## config.mk

```make
export PLATFORM = sky130hd
export DESIGN_NAME = stair_scheduler
export DESIGN_NICKNAME = d
export VERILOG_FILES = /design/src/rtl/stair_scheduler.sv
export SDC_FILE = /design/constraint.sdc
export NUM_CORES = 1
export LEC_CHECK = 0
export ABC_AREA = 1
export BUFFER_PORTS_ARGS = -buffer_cell sky130_fd_sc_hd__buf_2
export CAP_MARGIN = 20
export CORE_ASPECT_RATIO = 1.75
export CORE_MARGIN = 2
export CORE_UTILIZATION = 40
export CTS_BUF_LIST = sky130_fd_sc_hd__clkbuf_8 sky130_fd_sc_hd__clkbuf_16
export CTS_CLUSTER_DIAMETER = 100
export CTS_CLUSTER_SIZE = 30
export DETAILED_ROUTE_END_ITERATION = 7
export SLEW_MARGIN = 20
export SYNTH_ARGS = -nofsm -noshare
export SYNTH_HDL_FRONTEND = slang
export SYNTH_SLANG_ARGS = --single-unit
```

## constraint.sdc

```tcl
create_clock -name clock -period 3.3 [get_ports clock]
set_input_delay 0.165 -clock clock [delete_from_list [all_inputs] [get_ports clock]]
set_output_delay 0.165 -clock clock [all_outputs]
set_load 0.05 [all_outputs]
```

## src/rtl/stair_scheduler.sv

```systemverilog
// stair_scheduler
//   Owns the shared VGA pixel-write port for NUM_STAIRS rectangular stairs.
//   Each animation step draws every stair, waits for frame_tick, erases every
//   stair, scrolls each stair up by STEP rows (wrapping to Y_WRAP), then draws
//   again. One pixel is issued per clock; all pixel outputs are registered.
//
// Ports
//   clock         system clock
//   reset_n       synchronous active-low reset (reloads stair y from stair_y_in)
//   go            start request, press-and-release
//   frame_tick    one-cycle pulse from the frame counter
//   stair_x_in    x of stair i at [8i+7:8i], sampled live
//   stair_y_in    initial y of stair i at [7i+6:7i], loaded at reset
//   stair_colour  (STAIR_SCHED_COLOUR_EN only) draw colour of stair i at [3i+2:3i]
//   x, y, colour  pixel coordinate and colour
//   plot          pixel write enable
//   frame_done    pulses with the last registered pixel of a draw pass
//   current_state FSM state for debug
//
// Configuration macro: STAIR_SCHED_COLOUR_EN adds per-stair draw colours;
// without it every stair draws in 3'b100.
module stair_scheduler #(
  parameter int NUM_STAIRS = 2,
  parameter int STAIR_W    = 40,
  parameter int STAIR_H    = 5,
  parameter int STEP       = 1,
  parameter int Y_WRAP     = 116
) (
  input  logic                    clock,
  input  logic                    reset_n,
  input  logic                    go,
  input  logic                    frame_tick,
  input  logic [8*NUM_STAIRS-1:0] stair_x_in,
  input  logic [7*NUM_STAIRS-1:0] stair_y_in,
`ifdef STAIR_SCHED_COLOUR_EN
  input  logic [3*NUM_STAIRS-1:0] stair_colour,
`endif
  output logic [7:0]              x,
  output logic [6:0]              y,
  output logic [2:0]              colour,
  output logic                    plot,
  output logic                    frame_done,
  output logic [2:0]              current_state
);

  typedef enum logic [2:0] {
    IDLE       = 3'd0,
    GO_WAIT    = 3'd1,
    DRAW       = 3'd2,
    WAIT_FRAME = 3'd3,
    ERASE      = 3'd4,
    UPDATE     = 3'd5
  } state_t;

  localparam int IW = (NUM_STAIRS > 1) ? $clog2(NUM_STAIRS) : 1;
  localparam int PW = (STAIR_W > 1) ? $clog2(STAIR_W) : 1;
  localparam int HW = (STAIR_H > 1) ? $clog2(STAIR_H) : 1;
  localparam logic [IW-1:0] IDX_LAST = IW'(NUM_STAIRS - 1);
  localparam logic [PW-1:0] PX_LAST  = PW'(STAIR_W - 1);
  localparam logic [HW-1:0] PY_LAST  = HW'(STAIR_H - 1);
  localparam logic [6:0]    STEP_Y   = 7'(STEP);
  localparam logic [6:0]    WRAP_Y   = 7'(Y_WRAP);

  state_t        state_r, state_next_s;
  logic [IW-1:0] idx_r;
  logic [PW-1:0] px_r;
  logic [HW-1:0] py_r;
  logic [6:0]    stair_y_r [NUM_STAIRS];
  logic [7:0]    stair_x_s [NUM_STAIRS];
  logic [2:0]    draw_colour_s [NUM_STAIRS];
  logic          sweep_s;
  logic          last_s;
  logic [2:0]    pixel_colour_s;

  // Unpack the flat per-stair input buses into indexable arrays.
  always_comb begin
    for (int i = 0; i < NUM_STAIRS; i++) begin
      stair_x_s[i] = stair_x_in[8*i +: 8];
`ifdef STAIR_SCHED_COLOUR_EN
      draw_colour_s[i] = stair_colour[3*i +: 3];
`else
      draw_colour_s[i] = 3'b100;
`endif
    end
  end

  // Next-state logic plus sweep control; last_s marks the final pixel of a pass.
  always_comb begin
    state_next_s   = state_r;
    sweep_s        = (state_r == DRAW) || (state_r == ERASE);
    last_s         = sweep_s && (idx_r == IDX_LAST) && (py_r == PY_LAST) && (px_r == PX_LAST);
    pixel_colour_s = 3'b000;
    if (state_r == DRAW) begin
      pixel_colour_s = draw_colour_s[idx_r];
    end else begin
      pixel_colour_s = 3'b000;
    end
    case (state_r)
      IDLE:       if (go) state_next_s = GO_WAIT; else state_next_s = IDLE;
      GO_WAIT:    if (!go) state_next_s = DRAW; else state_next_s = GO_WAIT;
      DRAW:       if (last_s) state_next_s = WAIT_FRAME; else state_next_s = DRAW;
      WAIT_FRAME: if (frame_tick) state_next_s = ERASE; else state_next_s = WAIT_FRAME;
      ERASE:      if (last_s) state_next_s = UPDATE; else state_next_s = ERASE;
      UPDATE:     state_next_s = DRAW;
      default:    state_next_s = IDLE;
    endcase
  end

  // FSM state register.
  always_ff @(posedge clock) begin
    if (!reset_n) state_r <= IDLE;
    else          state_r <= state_next_s;
  end

  // Sweep counters: px fastest, then py, then stair index; parked at zero between passes.
  always_ff @(posedge clock) begin
    if (!reset_n || !sweep_s) begin
      idx_r <= '0;
      px_r  <= '0;
      py_r  <= '0;
    end else if (px_r != PX_LAST) begin
      px_r <= px_r + 1'b1;
    end else begin
      px_r <= '0;
      if (py_r != PY_LAST) begin
        py_r <= py_r + 1'b1;
      end else begin
        py_r <= '0;
        if (idx_r != IDX_LAST) idx_r <= idx_r + 1'b1;
        else                   idx_r <= '0;
      end
    end
  end

  // Registered pixel port; coordinates wrap silently and hold while idle.
  always_ff @(posedge clock) begin
    if (!reset_n) begin
      x          <= 8'd0;
      y          <= 7'd0;
      colour     <= 3'b000;
      plot       <= 1'b0;
      frame_done <= 1'b0;
    end else if (sweep_s) begin
      x          <= stair_x_s[idx_r] + 8'(px_r);
      y          <= stair_y_r[idx_r] + 7'(py_r);
      colour     <= pixel_colour_s;
      plot       <= 1'b1;
      frame_done <= last_s && (state_r == DRAW);
    end else begin
      plot       <= 1'b0;
      frame_done <= 1'b0;
    end
  end

  // Per-stair y: loaded at reset, scrolled up once per UPDATE with wrap to Y_WRAP.
  always_ff @(posedge clock) begin
    for (int i = 0; i < NUM_STAIRS; i++) begin
      if (!reset_n) begin
        stair_y_r[i] <= stair_y_in[7*i +: 7];
      end else if (state_r == UPDATE) begin
        if (stair_y_r[i] < STEP_Y) stair_y_r[i] <= WRAP_Y;
        else                       stair_y_r[i] <= stair_y_r[i] - STEP_Y;
      end
    end
  end

  assign current_state = state_r;

endmodule

```

After elaboration in Yosys (flattened, before gate mapping)

Memories as Yosys holds them, arrays and structs flattened. A register that Yosys moved wholly into a read port is not among the register bits.
Index checks and enable logic that the tools add are counted.

$lt $le $gt $ge: 3
Bitwise operators: 7
Add/sub/neg operators: 7
Reduce and logical (&&, ||, !) cells: 12
Equal/unequal tests: 9
Multipliers: 0
Shift operators: 0
Muxes and demuxes: 38
Div/mod/pow operators: 0

Operators by type and width:

| operator            | number |
|---|---|
| $mux 7              | 4 |
| $mux 1              | 24 |
| $mux 8              | 3 |
| $pmux 3 s6          | 1 |
| $mux 3              | 5 |
| $lt 7x1->1 const B  | 2 |
| $sub 7x1->7 const B | 2 |
| $eq 3x3->1 const B  | 3 |
| $add 8x6->8         | 1 |
| $add 7x3->7         | 1 |
| $add 6x1->6 const B | 1 |
| $eq 3x2->1 const B  | 2 |
| $eq 6x6->1 const B  | 1 |
| $ne 6x6->1 const B  | 1 |
| $logic_and 1x1->1   | 4 |
| $or 1x1->1          | 4 |
| $reduce_and 2->1    | 2 |
| $add 3x1->3 const B | 1 |
| $eq 3x1->1 const B  | 1 |
| $logic_not 3->1     | 1 |
| $ne 3x3->1 const B  | 1 |
| $ge 2x2->1 const B  | 1 |
| $logic_not 1->1     | 2 |
| $logic_or 1x1->1    | 2 |
| other kinds (5)     | 6 |

Bits in latches: 0
Register bits after elaboration: 33
Memories kept: 1
Bits of input ports: 34
Logic and storage cells: 86
Memory bits (writable): 14
Bits in read-only memories: 0

Memory list:

| memory    | words | bits a word | read ports | clocked after memory_dff | wr ports | RTL line | text |
|---|---|---|---|---|---|---|---|
| stair_y_r | 2     | 7           | 3          | 1                        | 2        | 68       | `logic [6:0] stair_y_r [NUM_STAIRS];` |

Logic depth before layout (Yosys ltp)

Gate-level depths: netlist of the first run.
An unclocked memory read counts as a cell.

Word-level depth: 8
Mapped depth: 14

Worst setup path before layout of the first run

Ideal clock, no wire load.

Path kind: flip-flop to flip-flop
Start point: reg state_r[2], in the netlist current_state[2]
End point: mem stair_y_r[0][0], enable pin
Arrival time: 1.877 ns
Setup slack: 1.018 ns
Required time: 2.896 ns
Clock period less this slack: 2.282 ns
Path buffers: 0
Setup time: 0.404 ns
Stages on the path, launching flop included: 3
Cells stage by stage: dfxtp_1 > inv_2 > o21ai_0

RTL lines:

| item                   | RTL line | text |
|---|---|---|
| start, declared        | 64       | `state_t state_r, state_next_s;` |
| start signal, assigned | 112      | `else state_r <= state_next_s;` |
| end, declared          | 68       |  |

Worst setup path after layout of the first run

Start point: reg idx_r
End point: reg x[4]

Longest elaborated chain between the ends: 5

RTL lines:

| item                                      | RTL line | text |
|---|---|---|
| start, declared                           | 65       | `logic [IW-1:0] idx_r;` |
| start signal, assigned                    | 129      | `if (idx_r != IDX_LAST) idx_r <= idx_r + 1'b1;` |
| $not 1->2 (not written as such)           | 144      | `x <= stair_x_s[idx_r] + 8'(px_r);` |
| $mux 8 (not written as such) (3 in a row) | 144      |  |
| $add 8x6->8                               | 144      |  |
| end signal, assigned                      | 144      |  |
| end, declared                             | 38       | `output logic [7:0] x,` |

No other way between the ends. The select of a mux whose other input is x is not followed.
A chain may end at the register's enable or synchronous reset.

==> summary.md, run 1 <==
| Metric | Value |
|---|---|
| Fmax | `439.1 MHz` |
| Wirelength, routed | `6.311 mm` |
| Data required, critical path | `3490 ps` |
| Avg WL per Cell | `12.55 um` |
| Syn_area_per_cell | `7.573 um^2` |
| Hold-fix buffers, CTS | `0` |
| Core area | `6756 um^2` |
| Final core utilization | `47.85%` |
| R2r setup slk | `1020 ps` |
| Total CTS buffers | `5` |
| Crit end category | `flip-flop` |
| Async S/R FF share, synth | `0%` |
| Std cell rows | `40` |
| Status | `completed` |
| Via count | `2,465` |
| Share of cells above drive strength 1 | `20.05%` |
| Mapped Area | `2749 um^2` |
| Post-DP Area | `3085 um^2` |
| Starting DRT DRC Count | `96` |
| Power density cells | `415.3 nW/um^2` |
| Clock share of power | `38.2%` |
| Worst R2R Path Depth | `10` |
| CTS resizes | `0` |
| CTS Root Cell | `clkbuf_16` |
| Die W | `66.67 um` |
| YS warnings | `0` |
| Worst R2R End | `x[4]` |
| Grt total ovfl | `0` |
| Sequential cell area | `1061 um^2` |
| GRT Total Usage | `18.16%` |
| Die Ht | `113.7 um` |
| Initial antenna violation count | `0` |
| CP arrival | `2460 ps` |
| DRC Markers | `0` |
| Skew final | `4.603 ps` |
| Crit-path max FO | `11` |
| Hold Fails Final Rpt | `0` |
| 1st-pass router iterations | `4` |
| Via density | `4.901` |
| Slew @ Worst Pin | `512.3 ps` |
| Multi-input gate area | `1439 um^2` |
| Max-slew violation count | `0` |
| Peak supply drop | `0.2605 mV` |
| Net Sw Frac | `27.70%` |
| Setup crit start kind | `flip-flop` |
| Slew HR | `65.81%` |
| Setup bufs post-CTS | `0` |
| Pint | `0.9709 mW` |
| Logic pwr share | `15.0%` |
| Vias in the first global route | `2,372` |
| Post-synth EDFFs | `14` |
| Syn-to-layout area delta | `17.61%` |
| Clock Path Buffers | `2` |
| Setup TNS | `0 ps` |
| Post-synthesis register bit count | `46` |
| Hold Path End | `stair_y_r[1][5]` |
| Fin crit period | `2278 ps` |
| Lkg Pwr | `1.605 nW` |
| Diode count | `0` |
| CTS clk-pin slew, worst paths | `60 ps` |
| Worst-Skew Late Latency | `290 ps` |
| # H-tree levels | `2` |
| Cells after Synth | `363` |
| Main synth FF type | `dfxtp_1` |
| First-pass GRT wire length | `10.49 mm` |
| Final #Nets | `468` |
| Largest net degree at the start of global routing | `25` |
| RSZ-0062 raised after global routing | `no` |
| Fill cell count | `710` |
| TritonCTS clock tree | `built` |
| Setup violators final | `0` |
| Number of I/O port buffers | `54` |
| Hold Path Class | `input port to flip-flop` |
| Final HPWL DP | `4.963 mm` |
| Overall Power | `1.343 mW` |
| Max-cap viol count | `0` |
| Setup Crit Path Kind | `flip-flop to flip-flop` |
| Sink Count | `46` |
| Initial Util | `40.69%` |
| Min-Delay Startpoint | `stair_y_in[12]` |
| Unique masters post-synth | `40` |
| Final Cycle Share | `69.02%` |
| RePlAce Congestion | `0.9157` |
| Sw Pwr | `0.3720 mW` |
| Seq pwr share | `46.8%` |
| Hold_ws | `147.8 ps` |
| Sequential fraction of the synthesis area | `38.60%` |
| WHS Path Cells | `2` |
| Final Cell Area | `3233 um^2` |
| Post-route ant nets | `0` |
| Die ar. | `7577 um^2` |
| IO Pins | `57` |
| R2r startpoint | `idx_r` |
## per-stage QoR
| step | std cells | setup WS (ps) |
|---|---|---|
| after floorplan | 364 | 1018 |
| after global placement | 495 | 1119 |
| after detailed placement | 495 | 1018 |
| after CTS | 503 | 1006 |
| after global routing | 503 | 860.7 |
| final | 503 | 1022 |
## final cells by class
class,instances,share of cell area [%]
Inverter,52,6.037
Clock inverter,2,0.2709
Tap cell,84,3.251
Clock buffer,6,4.296
Multi-Input combinational cell,257,44.50
Timing Repair Buffer,56,8.824
Sequential cell,46,32.82
## worst max path at each step
stage          slack, ps             start               to  cells after the start
2_1_floorplan       1020  current_state[2]  stair_y_r[0][0]                      2
3_3_place_gp        1120             idx_r             x[4]                     10
3_5_place_dp        1020             idx_r             x[4]                     10
4_1_cts             1010             idx_r             x[4]                     10
5_1_grt              860             idx_r             x[4]                     10
6_report            1020             idx_r             x[4]                     10
## flip-flops by register name, indices dropped and copies added (netlist names), named ones only
| signal | cells |
|---|---|
| colour | 1 |
| current_state | 3 |
| frame_done | 1 |
| idx_r | 1 |
| plot | 1 |
| px_r | 6 |
| py_r | 3 |
| stair_y_r | 14 |
| x | 8 |
| y | 7 |
## critical path, stage by stage, from the launching register on
cell and delay [ps]:
dfxtp_1 530, clkinv_1 330, nand2_1 120, nand2_1 60
ha_1 200, fa_1 430, nand3_1 100, nand3_1 80
xor2_1 140, o21ai_0 140, inv_1 50
## placed cells by master, fill, tap and decap left out, types with 2 or more instances in the layout
cell type  instances
a21o_1             2
a21oi_1           15
a2bb2oi_1          2
buf_2             54
buf_4              2
clkbuf_16          5
conb_1             2
dfxtp_1           32
edfxtp_1          14
fa_1               2
ha_1              14
inv_1             47
inv_2              5
nand2_1           81
nand3_1           24
nand3_2            3
nand4_1            8
nor2_1            39
nor2_2             2
nor3b_2            2
o21a_1             2
o21ai_0           23
o21ai_1            5
o21bai_1           3
or2_2              3
xnor2_1            6
xor2_1             8
## power by group through the flow
stage	logic (mW)	clock network (mW)	registers, mW
final	0.202	0.513	0.628
after global routing	0.224	0.547	0.631
after floorplan	0.0970	0	0.690
after detailed placement	0.203	0	0.641
after global placement	0.202	0	0.640
after CTS	0.204	0.529	0.628
## logic make-up after synthesis
logic type,after synthesis,synth area share [%]
buffers and inverters,61,9.194
and+or+nand+nor,169,28.13
DFF,46,38.60
xor gates and xnor gates,14,4.461
adders and majority gates,16,7.829
other,1,0.1364
AOI/OAI and AO/OA,56,11.65
## metal layers
layer  routed length (um)  up-vias  global-route usage (%)  share of wire [%]
met5                    0        -                       0                  0
met4                  247        0                   9.388                3.9
met3                  246       15                   3.156                3.9
met2                 3404       59                   34.27                 54
met1                 2413     1110                   18.15                 38
li1                     -     1281                       -                  -
## Yosys cell counts, types with 5 or more instances
| cell type | instances | area (um^2) |
|---|---|---|
| dfxtp_1 | 32 | 640.6 |
| nand3_1 | 24 | 120.1 |
| nand4_1 | 8 | 50.05 |
| ha_1 | 14 | 175.2 |
| inv_2 | 5 | 18.77 |
| xor2_1 | 8 | 70.07 |
| edfxtp_1 | 14 | 420.4 |
| xnor2_1 | 6 | 52.55 |
| o21ai_0 | 24 | 120.1 |
| nand2_1 | 81 | 304.0 |
| inv_1 | 46 | 172.7 |
| nor2_1 | 39 | 146.4 |
| a21oi_1 | 15 | 75.07 |
(Power assumes the default switching activity.)
==> inputs of run 2 (changes only) <==
==> constraint.sdc (replaced) <==
create_clock -name clock -period 2.3 [get_ports clock]
set_input_delay 0.115 -clock clock [delete_from_list [all_inputs] [get_ports clock]]
set_output_delay 0.115 -clock clock [all_outputs]
set_load 0.05 [all_outputs]
==> run 2 against run 1 <==
Final cell count up 0.60%. Flip-flop and latch count unchanged. Core utilization up 0.33 points. Via count down 0.61%. Global-route usage up 0.48 points. Count of clock-buffer cells in the layout unchanged. First-iteration DRC count up 28%. Highest routed layer unchanged. Clock power up 42%. Sequential share of layout area down 0.23 points. Critical path depth unchanged. Wire length up 3.8%. Cell area up 0.70%.
==> summary.md, run 2 (synthesized netlist as in run 1, its figures left out) <==
| Metric | Value |
|---|---|
| Max reg flops | `14` |
| CP top delay family | `adder cells` |
| Diode count | `0` |
| Worst-Skew Late Latency | `290 ps` |
| Via density | `4.842` |
| Slew @ Worst Pin | `503.0 ps` |
| Crit-path max FO | `14` |
| GRT Total Usage | `18.64%` |
| Vias in the first global route | `2,435` |
| Final #Nets | `471` |
| Die ar. | `7577 um^2` |
| Most common cell after layout, fill and taps aside | `nand2_1` |
| Largest registers | `stair_y_r: 14 flops, x: 8 flops, y: 7 flops` |
| CTS resizes | `0` |
| Via count | `2,450` |
| Largest net degree at the start of global routing | `17` |
| Status | `completed` |
| TritonCTS clock tree | `built` |
| Peak supply drop | `0.3895 mV` |
| Crit path buf inv count | `1` |
| Core area | `6756 um^2` |
| Multi-input gate area | `1439 um^2` |
| Sequential cell area | `1061 um^2` |
| 1st-pass router iterations | `5` |
| Grt total ovfl | `0` |
| # H-tree levels | `2` |
| Setup violators final | `0` |
| CTS Root Cell | `clkbuf_16` |
| Hold-fix buffers, CTS | `0` |
| Setup crit start kind | `flip-flop` |
| First-pass GRT wire length | `10.78 mm` |
| Initial Util | `40.69%` |
| IO Pins | `57` |
| Initial antenna violation count | `0` |
| Fill cell count | `716` |
| Skew final | `5.144 ps` |
| Hold Fails Final Rpt | `0` |
| Worst R2R Path Depth | `10` |
| Fin crit period | `1974 ps` |
| RePlAce Congestion | `0.8778` |
| Data required, critical path | `2490 ps` |
| Starting DRT DRC Count | `123` |
| Critical path, cell by cell | `o21ai_0 > ha_1 > fa_1 > a21o_1 > nand2_1 > nor2_1 > nand2_1 > nand3_1 > nand2_1 > inv_1` |
| Number of I/O port buffers | `54` |
| Commonest non-fill, non-tap cells in the layout | `81 x nand2_1, 54 x buf_2, 47 x inv_1` |
| Syn-to-layout area delta | `18.43%` |
| Path length in cells of the critical path | `10` |
| Final Cycle Share | `85.85%` |
| Post-route ant nets | `0` |
| Final HPWL DP | `5.238 mm` |
| Worst R2R End | `y[6]` |
| Post-DP Area | `3108 um^2` |
| CTS clk-pin slew, worst paths | `60 ps` |
| Setup Crit Path Kind | `flip-flop to flip-flop` |
| Share of cells above drive strength 1 | `20.62%` |
| DRC Markers | `0` |
| Critical path destination | `y[6]` |
| Lkg Pwr | `1.620 nW` |
| R2r setup slk | `330 ps` |
| Std cell rows | `40` |
| Most used cell, CP | `nand2_1` |
| CP arrival | `2160 ps` |
| Hold Path Class | `input port to flip-flop` |
| Slew HR | `66.43%` |
| Setup bufs post-CTS | `0` |
| Max-slew violation count | `0` |
| Fmax | `506.5 MHz` |
| Clock Path Buffers | `2` |
| Most flops, register | `stair_y_r` |
| Die Ht | `113.7 um` |
| Final Cell Area | `3256 um^2` |
| Wirelength, routed | `6.552 mm` |
| Total CTS buffers | `5` |
| Setup TNS | `0 ps` |
| Avg WL per Cell | `12.95 um` |
| Slowest CP cell | `dfxtp_1` |
| Max-cap viol count | `0` |
| Sink Count | `46` |
| Die W | `66.67 um` |
| CP max stage delay | `520 ps` |
| RSZ-0062 raised after global routing | `no` |
| Power density cells | `590.4 nW/um^2` |
| Crit end category | `flip-flop` |
run 2: final cells by class:
cell class / instances / share of cell area [%]
tap: 84 / 3.228
clock inverter: 2 / 0.2690
clock buffer: 6 / 4.266
inverter: 52 / 5.995
timing repair buffer: 59 / 9.454
sequential: 46 / 32.59
multi-input combinational: 257 / 44.20
run 2: worst min-delay path by stage:
stage	start	to	slack, ps	depth (start not counted)
2_1_floorplan	frame_tick	current_state[2]	280	2
3_3_place_gp	stair_y_in[13]	stair_y_r[1][6]	390	3
3_5_place_dp	stair_y_in[13]	stair_y_r[1][6]	390	3
4_1_cts	stair_y_in[13]	stair_y_r[1][6]	100	3
5_1_grt	stair_y_in[12]	stair_y_r[1][5]	120	2
6_report	stair_y_in[13]	stair_y_r[1][6]	110	3
run 2: metal layers:
layer	track usage, %	up-vias	share of wire [%]	routed length [um]
met5	0	-	0	0
met4	6.531	0	1.4	95
met3	3.254	7	3.5	227
met2	36.93	51	57	3712
met1	18.40	1106	38	2517
li1	-	1286	-	-
run 2: power by group:
| part | switching (mW) | leakage (nW) | internal [mW] | total, mW |
|---|---|---|---|---|
| clock network | 0.301 | 0.0780 | 0.427 | 0.727 |
| logic | 0.199 | 1.15 | 0.0924 | 0.292 |
| registers | 0.0278 | 0.397 | 0.875 | 0.903 |
run 2: per-stage QoR:
stage / setup slack (ps) / util (%) / total power, mW / instances / hold slack, ps
2_1_floorplan: 18.24 / - / 1.129 / 364 / 282.4
3_3_place_gp: 402.3 / 46.00 / 1.212 / 498 / 394.5
3_5_place_dp: 345.0 / 46.00 / 1.215 / 498 / 391.7
4_1_cts: 337.1 / 48.19 / 1.954 / 506 / 95.49
5_1_grt: 149.1 / 48.19 / 2.012 / 506 / 122.3
6_report: 325.5 / 48.19 / 1.922 / 506 / 106.5
run 2: tightest hold or removal path: cells and delay by family:
kind          cells  cell delay, ps
simple gates      2              90
buf+inv           1              80
==> inputs of run 3 (changes only) <==
--- a/config.mk
+++ b/config.mk
@@ -10,11 +10,12 @@
 export CAP_MARGIN = 20
 export CORE_ASPECT_RATIO = 1.75
 export CORE_MARGIN = 2
-export CORE_UTILIZATION = 40
+export CORE_UTILIZATION = 55
 export CTS_BUF_LIST = sky130_fd_sc_hd__clkbuf_8 sky130_fd_sc_hd__clkbuf_16
 export CTS_CLUSTER_DIAMETER = 100
 export CTS_CLUSTER_SIZE = 30
 export DETAILED_ROUTE_END_ITERATION = 7
+export PLACE_DENSITY = 0.8
 export SLEW_MARGIN = 20
 export SYNTH_ARGS = -nofsm -noshare
 export SYNTH_HDL_FRONTEND = slang
==> run 3 against run 2 <==
Die area decreased by 26%. Critical path depth stayed put. Clock power shrank 31%. Count of clock-buffer cells in the layout stayed put. Non-clock buffer count is 1 lower. Critical path type unchanged. Critical endpoint is now x[4].
==> summary.md, run 3 (synthesized netlist as in run 1, its figures left out) <==
| Metric | Value |
|---|---|
| Final #Nets | `470` |
| Total CTS buffers | `5` |
| CP max stage delay | `430 ps` |
| WHS Path Cells | `3` |
| Largest net degree at the start of global routing | `15` |
| CP top delay family | `adder cells` |
| GRT Total Usage | `23.61%` |
| DRC Markers | `0` |
| Min-Delay Startpoint | `stair_y_in[13]` |
| RSZ-0062 raised after global routing | `no` |
| Critical path, cell by cell | `clkinv_1 > nand2_1 > nand2_1 > ha_1 > fa_1 > nand3_1 > nand3_1 > xor2_1 > o21ai_0 > inv_1` |
| Hold Fails Final Rpt | `0` |
| Largest registers | `stair_y_r: 14 flops, x: 8 flops, y: 7 flops` |
| RePlAce Congestion | `0.8609` |
| Max-cap viol count | `0` |
| Grt total ovfl | `0` |
| Fin crit period | `1982 ps` |
| Via count | `2,507` |
| Power density cells | `536.3 nW/um^2` |
| Wirelength, routed | `6.122 mm` |
| Hold-fix buffers, CTS | `0` |
| Max-slew violation count | `0` |
| Status | `completed` |
| Die Ht | `97.52 um` |
| Worst-Skew Late Latency | `300 ps` |
| Vias in the first global route | `2,514` |
| R2r startpoint | `idx_r` |
| Sequential cell area | `1061 um^2` |
| Crit. Startpoint | `idx_r` |
| Setup crit start kind | `flip-flop` |
| Multi-input gate area | `1439 um^2` |
| Clock Path Buffers | `2` |
| Final Cycle Share | `86.16%` |
| Hold Path Class | `input port to flip-flop` |
| Core area | `4892 um^2` |
| Diode count | `0` |
| Final HPWL DP | `4.908 mm` |
| Crit-path max FO | `10` |
| Starting DRT DRC Count | `63` |
| Std cell rows | `34` |
| 1st-pass router iterations | `5` |
| Lkg Pwr | `1.592 nW` |
| Setup TNS | `0 ps` |
| Sink Count | `46` |
| Via density | `5.278` |
| Share of cells above drive strength 1 | `20.19%` |
| Hold_ws | `85.06 ps` |
| Peak supply drop | `0.4540 mV` |
| Worst R2R Path Depth | `10` |
| Initial Util | `56.19%` |
| Post-route ant nets | `0` |
| Most flops, register | `stair_y_r` |
| Crit end category | `flip-flop` |
| Crit path buf inv count | `2` |
| Slowest CP cell | `fa_1` |
| Path length in cells of the critical path | `10` |
| Fmax | `504.6 MHz` |
| Slew HR | `65.78%` |
| Avg WL per Cell | `12.89 um` |
| TritonCTS clock tree | `built` |
| Data required, critical path | `2490 ps` |
| CTS clk-pin slew, worst paths | `80 ps` |
| CTS resizes | `0` |
| Max reg flops | `14` |
| Die ar. | `5602 um^2` |
| Setup violators final | `0` |
| Most common cell after layout, fill and taps aside | `nand2_1` |
| Skew final | `9.129 ps` |
| Setup Crit Path Kind | `flip-flop to flip-flop` |
| Syn-to-layout area delta | `14.70%` |
| Slew @ Worst Pin | `512.8 ps` |
| Number of I/O port buffers | `54` |
| Die W | `57.44 um` |
| R2r setup slk | `320 ps` |
| Initial antenna violation count | `0` |
| CP arrival | `2170 ps` |
| Fill cell count | `443` |
| IO Pins | `57` |
| Setup bufs post-CTS | `0` |
| # H-tree levels | `2` |
| Commonest non-fill, non-tap cells in the layout | `81 x nand2_1, 54 x buf_2, 48 x inv_1` |
| First-pass GRT wire length | `10.57 mm` |
| CTS Root Cell | `clkbuf_8` |
-- run 3: changes by cell type in the layout (fill, tap and decap cells not counted) --
cell       delta
clkinv_2      -1
buf_4         -1
clkbuf_16     -5
inv_1         +1
clkbuf_8      +5
-- run 3: worst reg2reg max path: stages, from the launching register on --
cell and delay [ps]:
dfxtp_1 340, clkinv_1 220, nand2_1 120, nand2_1 60, ha_1 200, fa_1 430, nand3_1 100, nand3_1 80
xor2_1 140, o21ai_0 150, inv_1 50
-- run 3: layer usage --
metal | part of all wire [%] | GRT usage [%] | vias up
met3 | 3.9 | 2.796 | 20
met1 | 37 | 23.99 | 1123
met5 | 0 | 0 | -
li1 | - | - | 1288
met4 | 4.1 | 13.42 | 0
met2 | 55 | 43.88 | 76
-- run 3: through the flow --
stage / area [um^2] / setup slack, ps / util, % / total power, mW / instances
4_1_cts: 3153 / 308.1 / 64.45 / 1.705 / 475
3_3_place_gp: 3063 / 395.0 / 62.61 / 1.206 / 467
3_5_place_dp: 3063 / 321.2 / 62.61 / 1.212 / 467
6_report: 3153 / 318.4 / 64.45 / 1.691 / 475
2_1_floorplan: 2753 / 18.24 / - / 1.129 / 364
5_1_grt: 3153 / 56.65 / 64.45 / 1.767 / 475
-- run 3: final cells by class --
type                       count  area share (%)
inverter                      52           6.190
timing repair buffer          58           9.524
clock buffer                   6           2.619
tap                           54           2.143
multi-input combinational    257           45.63
sequential                    46           33.65
clock inverter                 2          0.2381
-- run 3: worst paths after layout --
path                      to
min          stair_y_r[1][6]
max reg2reg             x[4]
min reg2reg        colour[2]
max                     x[4]
-- run 3: report_power, final --
part           internal [mW]  switching, mW
clock                  0.237          0.263
sequential             0.874         0.0261
combinational         0.0924          0.199
total                   1.20          0.488
